==> config.mk <==
export PLATFORM = sky130hd
export DESIGN_NAME = modular_inverse_flat
export DESIGN_NICKNAME = d
export VERILOG_FILES = /design/src/rtl/modular_inverse_pkg.sv /design/src/rtl/modular_inverse_if.sv /design/src/rtl/modular_inverse_mod_half.sv /design/src/rtl/modular_inverse.sv /design/src/flat_wrapper.sv
export SDC_FILE = /design/constraint.sdc
export NUM_CORES = 1
export LEC_CHECK = 0
export ABC_AREA = 1
export CAP_MARGIN = 25
export CORE_MARGIN = 8
export CORE_UTILIZATION = 27
export CTS_BUF_LIST = sky130_fd_sc_hd__clkbuf_2 sky130_fd_sc_hd__clkbuf_4 sky130_fd_sc_hd__clkbuf_8
export DETAILED_ROUTE_END_ITERATION = 8
export HOLD_SLACK_MARGIN = 0.05
export MAX_ROUTING_LAYER = met4
export SYNTH_ARGS = -nofsm -noshare
export SYNTH_HDL_FRONTEND = slang
export SYNTH_SLANG_ARGS = --single-unit
==> constraint.sdc <==
create_clock -name clk -period 3.35 [get_ports clk]
set_input_delay 0.8375 -clock clk [delete_from_list [all_inputs] [get_ports clk]]
set_output_delay 0.8375 -clock clk [all_outputs]
set_load 0.05 [all_outputs]
==> src/rtl/modular_inverse_pkg.sv <==
// Shared definitions for the ECC arithmetic sequencers: FSM state encoding
// and the default operand width.
package modular_inverse_pkg;

  localparam int unsigned default_n = 8;

  typedef enum logic [1:0] {
    IDLE = 2'd0,
    RUN  = 2'd1,
    DONE = 2'd2
  } state_t;

endpackage

==> src/rtl/modular_inverse_if.sv <==
// Start/result handshake between a sequencer (master) and the modular
// inverse engine (slave).
interface modular_inverse_if
  import modular_inverse_pkg::*;
#(
  parameter int n = default_n
);

  logic         start;
  logic [n-1:0] p;
  logic [n-1:0] a;
  logic [n-1:0] inv;
  logic         result;
  logic         no_inverse;

  modport master (
    output start, p, a,
    input  inv, result, no_inverse
  );

  modport slave (
    input  start, p, a,
    output inv, result, no_inverse
  );

endinterface

==> src/rtl/modular_inverse_mod_half.sv <==
// Modular halving: x/2 mod m for x in [0,m) and odd m, purely combinational.
module mod_half #(
  parameter int n = 8
) (
  input  logic [n:0]   x,
  input  logic [n-1:0] mod,
  output logic [n:0]   half
);

  localparam int w = n + 1;

  // Odd x with odd m gives an even x+m; one extra bit keeps the carry.
  logic [n+1:0] sum;

  assign sum  = {1'b0, x} + {2'b00, mod};
  assign half = x[0] ? w'(sum >> 1) : (x >> 1);

endmodule

==> src/rtl/modular_inverse.sv <==
// Iterative binary extended Euclid: inv = a^-1 mod p, one step per clock,
// with a step-count guard that forces DONE/no_inverse on bad operands.
module modular_inverse
  import modular_inverse_pkg::*;
#(
  parameter int n = default_n
) (
  input  logic              clk,
  input  logic              reset,
  modular_inverse_if.slave  bus
);

  localparam int w         = n + 1;
  localparam int max_steps = 4 * n + 2;
  localparam int cw        = $clog2(4 * n + 3);

  localparam logic [n-1:0]  one_n    = n'(1);
  localparam logic [w-1:0]  one_w    = w'(1);
  localparam logic [cw-1:0] one_c    = cw'(1);
  localparam logic [cw-1:0] last_cnt = cw'(max_steps - 1);

  state_t        state;
  logic [n-1:0]  u, v, mod;
  logic [n:0]    x1, x2;
  logic [cw-1:0] cnt;
  logic [n-1:0]  inv_q;
  logic          result_q, no_inverse_q;

  logic [n:0]    x1_half, x2_half;
  logic [n:0]    x1_minus_x2, x2_minus_x1;

  mod_half #(.n(n)) u_half_x1 (.x(x1), .mod(mod), .half(x1_half));
  mod_half #(.n(n)) u_half_x2 (.x(x2), .mod(mod), .half(x2_half));

  // Both operands lie in [0,p), so x+p-y never leaves n+1 bits.
  always_comb begin
    x1_minus_x2 = (x1 >= x2) ? (x1 - x2) : (x1 + {1'b0, mod} - x2);
    x2_minus_x1 = (x2 >= x1) ? (x2 - x1) : (x2 + {1'b0, mod} - x1);
  end

  // NOTE: all state is updated with non-blocking assignments so every
  // register sees the pre-edge values of the others within the same step.
  always_ff @(posedge clk) begin
    if (reset) begin
      state        <= IDLE;
      u            <= '0;
      v            <= '0;
      mod          <= '0;
      x1           <= '0;
      x2           <= '0;
      cnt          <= '0;
      inv_q        <= '0;
      result_q     <= 1'b0;
      no_inverse_q <= 1'b0;
    end else begin
      case (state)
        IDLE, DONE: begin
          if (bus.start) begin
            inv_q        <= '0;
            result_q     <= 1'b0;
            no_inverse_q <= 1'b0;
            u            <= bus.a;
            v            <= bus.p;
            mod          <= bus.p;
            x1           <= one_w;
            x2           <= '0;
            cnt          <= '0;
            if (bus.a == '0) begin
              state        <= DONE;
              result_q     <= 1'b1;
              no_inverse_q <= 1'b1;
            end else begin
              state <= RUN;
            end
          end
        end

        RUN: begin
          cnt <= cnt + one_c;
          if (u == one_n) begin
            inv_q    <= x1[n-1:0];
            result_q <= 1'b1;
            state    <= DONE;
          end else if (v == one_n) begin
            inv_q    <= x2[n-1:0];
            result_q <= 1'b1;
            state    <= DONE;
          end else if (u == '0 || v == '0 || cnt == last_cnt) begin
            // gcd(a,p) != 1, or the step budget ran out on illegal operands.
            inv_q        <= '0;
            result_q     <= 1'b1;
            no_inverse_q <= 1'b1;
            state        <= DONE;
          end else if (!u[0]) begin
            u  <= u >> 1;
            x1 <= x1_half;
          end else if (!v[0]) begin
            v  <= v >> 1;
            x2 <= x2_half;
          end else if (u >= v) begin
            u  <= u - v;
            x1 <= x1_minus_x2;
          end else begin
            v  <= v - u;
            x2 <= x2_minus_x1;
          end
        end

        default: state <= IDLE;
      endcase
    end
  end

  assign bus.inv        = inv_q;
  assign bus.result     = result_q;
  assign bus.no_inverse = no_inverse_q;

endmodule

==> src/flat_wrapper.sv <==
// flat-port wrapper written by rule: the top's interface ports become plain ports
module modular_inverse_flat import modular_inverse_pkg::*;
#(
  parameter int n = default_n
)
  (clk, reset, bus_start, bus_p, bus_a, bus_inv, bus_result, bus_no_inverse);
  modular_inverse_if #(.n(n)) bus_i ();
  input  logic clk;
  input  logic reset;
  input wire logic [$bits(bus_i.start)-1:0] bus_start;
  input wire logic [$bits(bus_i.p)-1:0] bus_p;
  input wire logic [$bits(bus_i.a)-1:0] bus_a;
  output wire logic [$bits(bus_i.inv)-1:0] bus_inv;
  output wire logic [$bits(bus_i.result)-1:0] bus_result;
  output wire logic [$bits(bus_i.no_inverse)-1:0] bus_no_inverse;
  assign bus_i.start = bus_start;
  assign bus_i.p = bus_p;
  assign bus_i.a = bus_a;
  assign bus_inv = bus_i.inv;
  assign bus_result = bus_i.result;
  assign bus_no_inverse = bus_i.no_inverse;
  modular_inverse #(.n(n)) u_core (.clk(clk), .reset(reset), .bus(bus_i));
endmodule
==> reports/qor.csv <==
stage;metric;value;unit
outcome;status;completed;
power_and_ir_drop;Power Density;696.7;nW/µm²
synth;syn avg cell area;6.548;µm²
power_and_ir_drop;Psw;2.968;mW
timing;TNS Setup;0;ns
timing;Tcrit/Tclk final;84.94;%
power_and_ir_drop;share of total power in combinational logic;69.6;%
critical_path;endpoint class of the critical path;register;
timing;Finish-stage setup viols;0;
clock_tree;CTS H-tree lvls;3;
place;worst slack at placement;0.5566;ns
clock_tree;postcts setup bufs;0;
finish;Area Growth Syn to Fin;11.87;%
die;core footprint;24960;µm²
power_and_ir_drop;Lkg Pwr;3.494;nW
finish;FILL cells;2798;
timing;FMAX;351.4;MHz
die;row count;58;
clock_tree;later-pin clock latency in the skew report;0.38;ns
clock_tree;CTS sink count;60;
power_and_ir_drop;Seq pwr share;18.4;%
critical_path;crit path cell chain;inv_1 > fa_1 > inv_1 > nand2_1 > nand2_1 > ha_1 > o21bai_1 > nand3_1 > nand2_1 > nand2_1 > nand2_1 > nand2_1 > nand3_1 > nand2_1 > nand2_1 > nand2_1 > a21oi_1;
finish;layout cell share with drive strength beyond 1;7.129;%
critical_path;CP max stage delay;0.60;ns
synth;post-synthesis register bit count;60;
routing;drt pass-1 iters;5;
place;Final HPWL DP;18.33;mm
global_route;largest net degree at the start of global routing;29;
global_route;first-pass GRT wire length;35.98;mm
synth;post-synth net total;1150;
die;die area;30560;µm²
timing;unrepaired setup endpoints after global routing;false;
routing;DRC Markers;0;
routing;Detailed Route Iter0 Violations;585;
global_route;vias in the first global route;6576;
timing;worst slew pin tran;0.8134;ns
timing;final worst path period need;2.846;ns
routing;vias per inst;4.900;
critical_path;critical path class;register to register;
clock_tree;Clock Root Buffer;clkbuf_8;
global_route;met1 usage;19.54;%
global_route;global routing's busiest layer;met2;
global_route;met3 Use GR;3.108;%
timing;Final Max Tran Viols;0;
power_and_ir_drop;PnR Total Power;5.308;mW
power_and_ir_drop;Peak VDD IR;0.3235;mV
timing;final hold violations;0;
synth;count of warnings emitted by yosys;0;
critical_path;data required time of the worst path;3.60;ns
critical_path;Crit Path Max Fanout;8;
place;RD Place Congestion;1.010;
clock_tree;CTS max path bufs;2;
routing;antenna-violating nets left;0;
synth;Seq/Total Area, Yosys;17.64;%
clock_tree;Clock transition at path regs;0.08;ns
die;I/O pins;29;
place;buffers added on ports;28;
global_route;grt total ovfl;0;
synth;synth unique cells;49;
timing;relative slew slack;45.71;%
critical_path;slowest stage cell, crit path;fa_1;
clock_tree;cts bufs inserted;9;
power_and_ir_drop;Int Pwr;2.340;mW
die;Chip Width;174.8;µm
clock_tree;PostCTS Resize Cnt;0;
clock_tree;hold buffers post-CTS;0;
critical_path;Most Frequent Cell on Critical Path;nand2_1;
worst_hold_path;Hold WC Path Type;register to register;
clock_tree;CTS tree;done;
power_and_ir_drop;Sw Share;55.92;%
finish;most common cell after layout, fill and taps aside;nand2_1;
routing;Routed WL per cell;16.11;µm
finish;Diodes inserted;0;
synth;cell area after synthesis;6810;µm²
critical_path;Startpoint Class;register;
finish;nets;1171;
global_route;initial antenna violation count;0;
power_and_ir_drop;Clk network pwr share;12.0;%
timing;Fin Clk Skew;0.01681;ns
timing;final worst setup slack;0.5044;ns
global_route;gr usage total;15.14;%
die;Starting Density;27.28;%
global_route;met2 usage;23.55;%
routing;DRT Wirelength;22.50;mm
critical_path;CP arrival;3.10;ns
run;Max Cap Viol;0;
synth;Syn Inst Count;1040;
die;Die Span Y;174.8;µm
routing;vias;6840;
finish;most frequent cells in the layout;nand2_1 (232), inv_1 (146), a21oi_1 (118);
-- Yosys cell counts, drive strengths merged --
cell type,number,share of area (%)
and3,1,0.092
o211ai,19,2.1
a21oi,122,9.2
nand2,244,14
o21a,2,0.22
o21ai,70,5.2
a31oi,3,0.28
xnor2,14,1.8
a22oi,3,0.33
nand4,14,1.3
a21o,5,0.55
o22ai,3,0.28
or2,6,0.55
a211oi,3,0.33
o31ai,1,0.11
dfxtp,60,18
ha,69,13
nor3,6,0.61
xor2,17,2.2
nor4,2,0.18
nor2,72,4.5
clkinv,1,0.055
fa,22,6.5
buf,13,1.3
nand3,86,6.7
inv,156,8.7
clkbuf,19,1.1
o21bai,5,0.55
a21boi,1,0.28
o2bb2ai,1,0.13
-- metal layers --
layer,wire (µm),up-vias
met5,0,-
met2,10130,244
li1,-,3446
met4,554,0
met1,9927,3109
met3,1885,41
-- cell type report --
cell class | instances | area, µm² | share of cell area [%]
Clock buffer | 9 | 123.9 | 1.626
Timing Repair Buffer | 42 | 385.4 | 5.058
Sequential cell | 60 | 1201 | 15.77
Clock inverter | 7 | 55.05 | 0.7226
Multi-Input combinational cell | 791 | 4841 | 63.54
Tap cell | 330 | 412.9 | 5.420
Inverter | 157 | 599.3 | 7.867
-- critical path: cells and delay by family, from the launching register on --
| family | cells | cell delay, ns |
|---|---|---|
| simple gates | 11 | 0.82 |
| compound gates | 2 | 0.25 |
| fa+ha+maj | 2 | 0.82 |
| flops | 1 | 0.52 |
| buf+inv | 2 | 0.31 |
-- worst paths after layout --
path	start	to	slack, ns	depth (start not counted)
min reg2reg	u_core.bus.no_inverse	u_core.bus.no_inverse	0.45	2
min	u_core.bus.no_inverse	u_core.bus.no_inverse	0.45	2
max	u_core.x2[1]	u_core.x2[8]	0.50	17
max reg2reg	u_core.x2[1]	u_core.x2[8]	0.50	17
-- flip-flops by register name (all words and copies together) (netlist names) --
signal / flops
u_core.cnt: 6
u_core.bus.inv: 8
u_core.v: 8
u_core.bus.no_inverse: 1
u_core.mod: 8
u_core.state: 2
u_core.bus.result: 1
u_core.u: 8
u_core.x1: 9
u_core.x2: 9
-- per-stage QoR --
stage	instance area [µm²]	hold slack [ns]	cells	util [%]
4_1_cts	7619	0.4543	1396	30.52
2_1_floorplan	6810	0.4573	1040	-
5_1_grt	7619	0.4762	1396	30.52
6_report	7619	0.4493	1396	30.52
3_5_place_dp	7440	0.4426	1380	29.80
3_3_place_gp	7440	0.4399	1380	29.80
-- kinds of logic (layout without fill, tap and decap cells) --
logic type	after synthesis	in the layout	synth area share (%)
compound gates	238	238	19.53
xor+xnor	31	31	3.987
fa+ha+maj	91	91	19.14
buf+inv	189	215	11.28
flops	60	60	17.64
simple gates	431	431	28.42
-- power groups by stage --
stage                     Sequential (mW)  Combinational [mW]  Clock [mW]
after floorplan                     0.959                2.75           0
after global placement              0.993                3.66           0
after detailed placement            0.995                3.63           0
after CTS                           0.979                3.66       0.656
after global routing                0.996                4.13       0.683
final                               0.979                3.69       0.636
(Power assumes the default switching activity.)
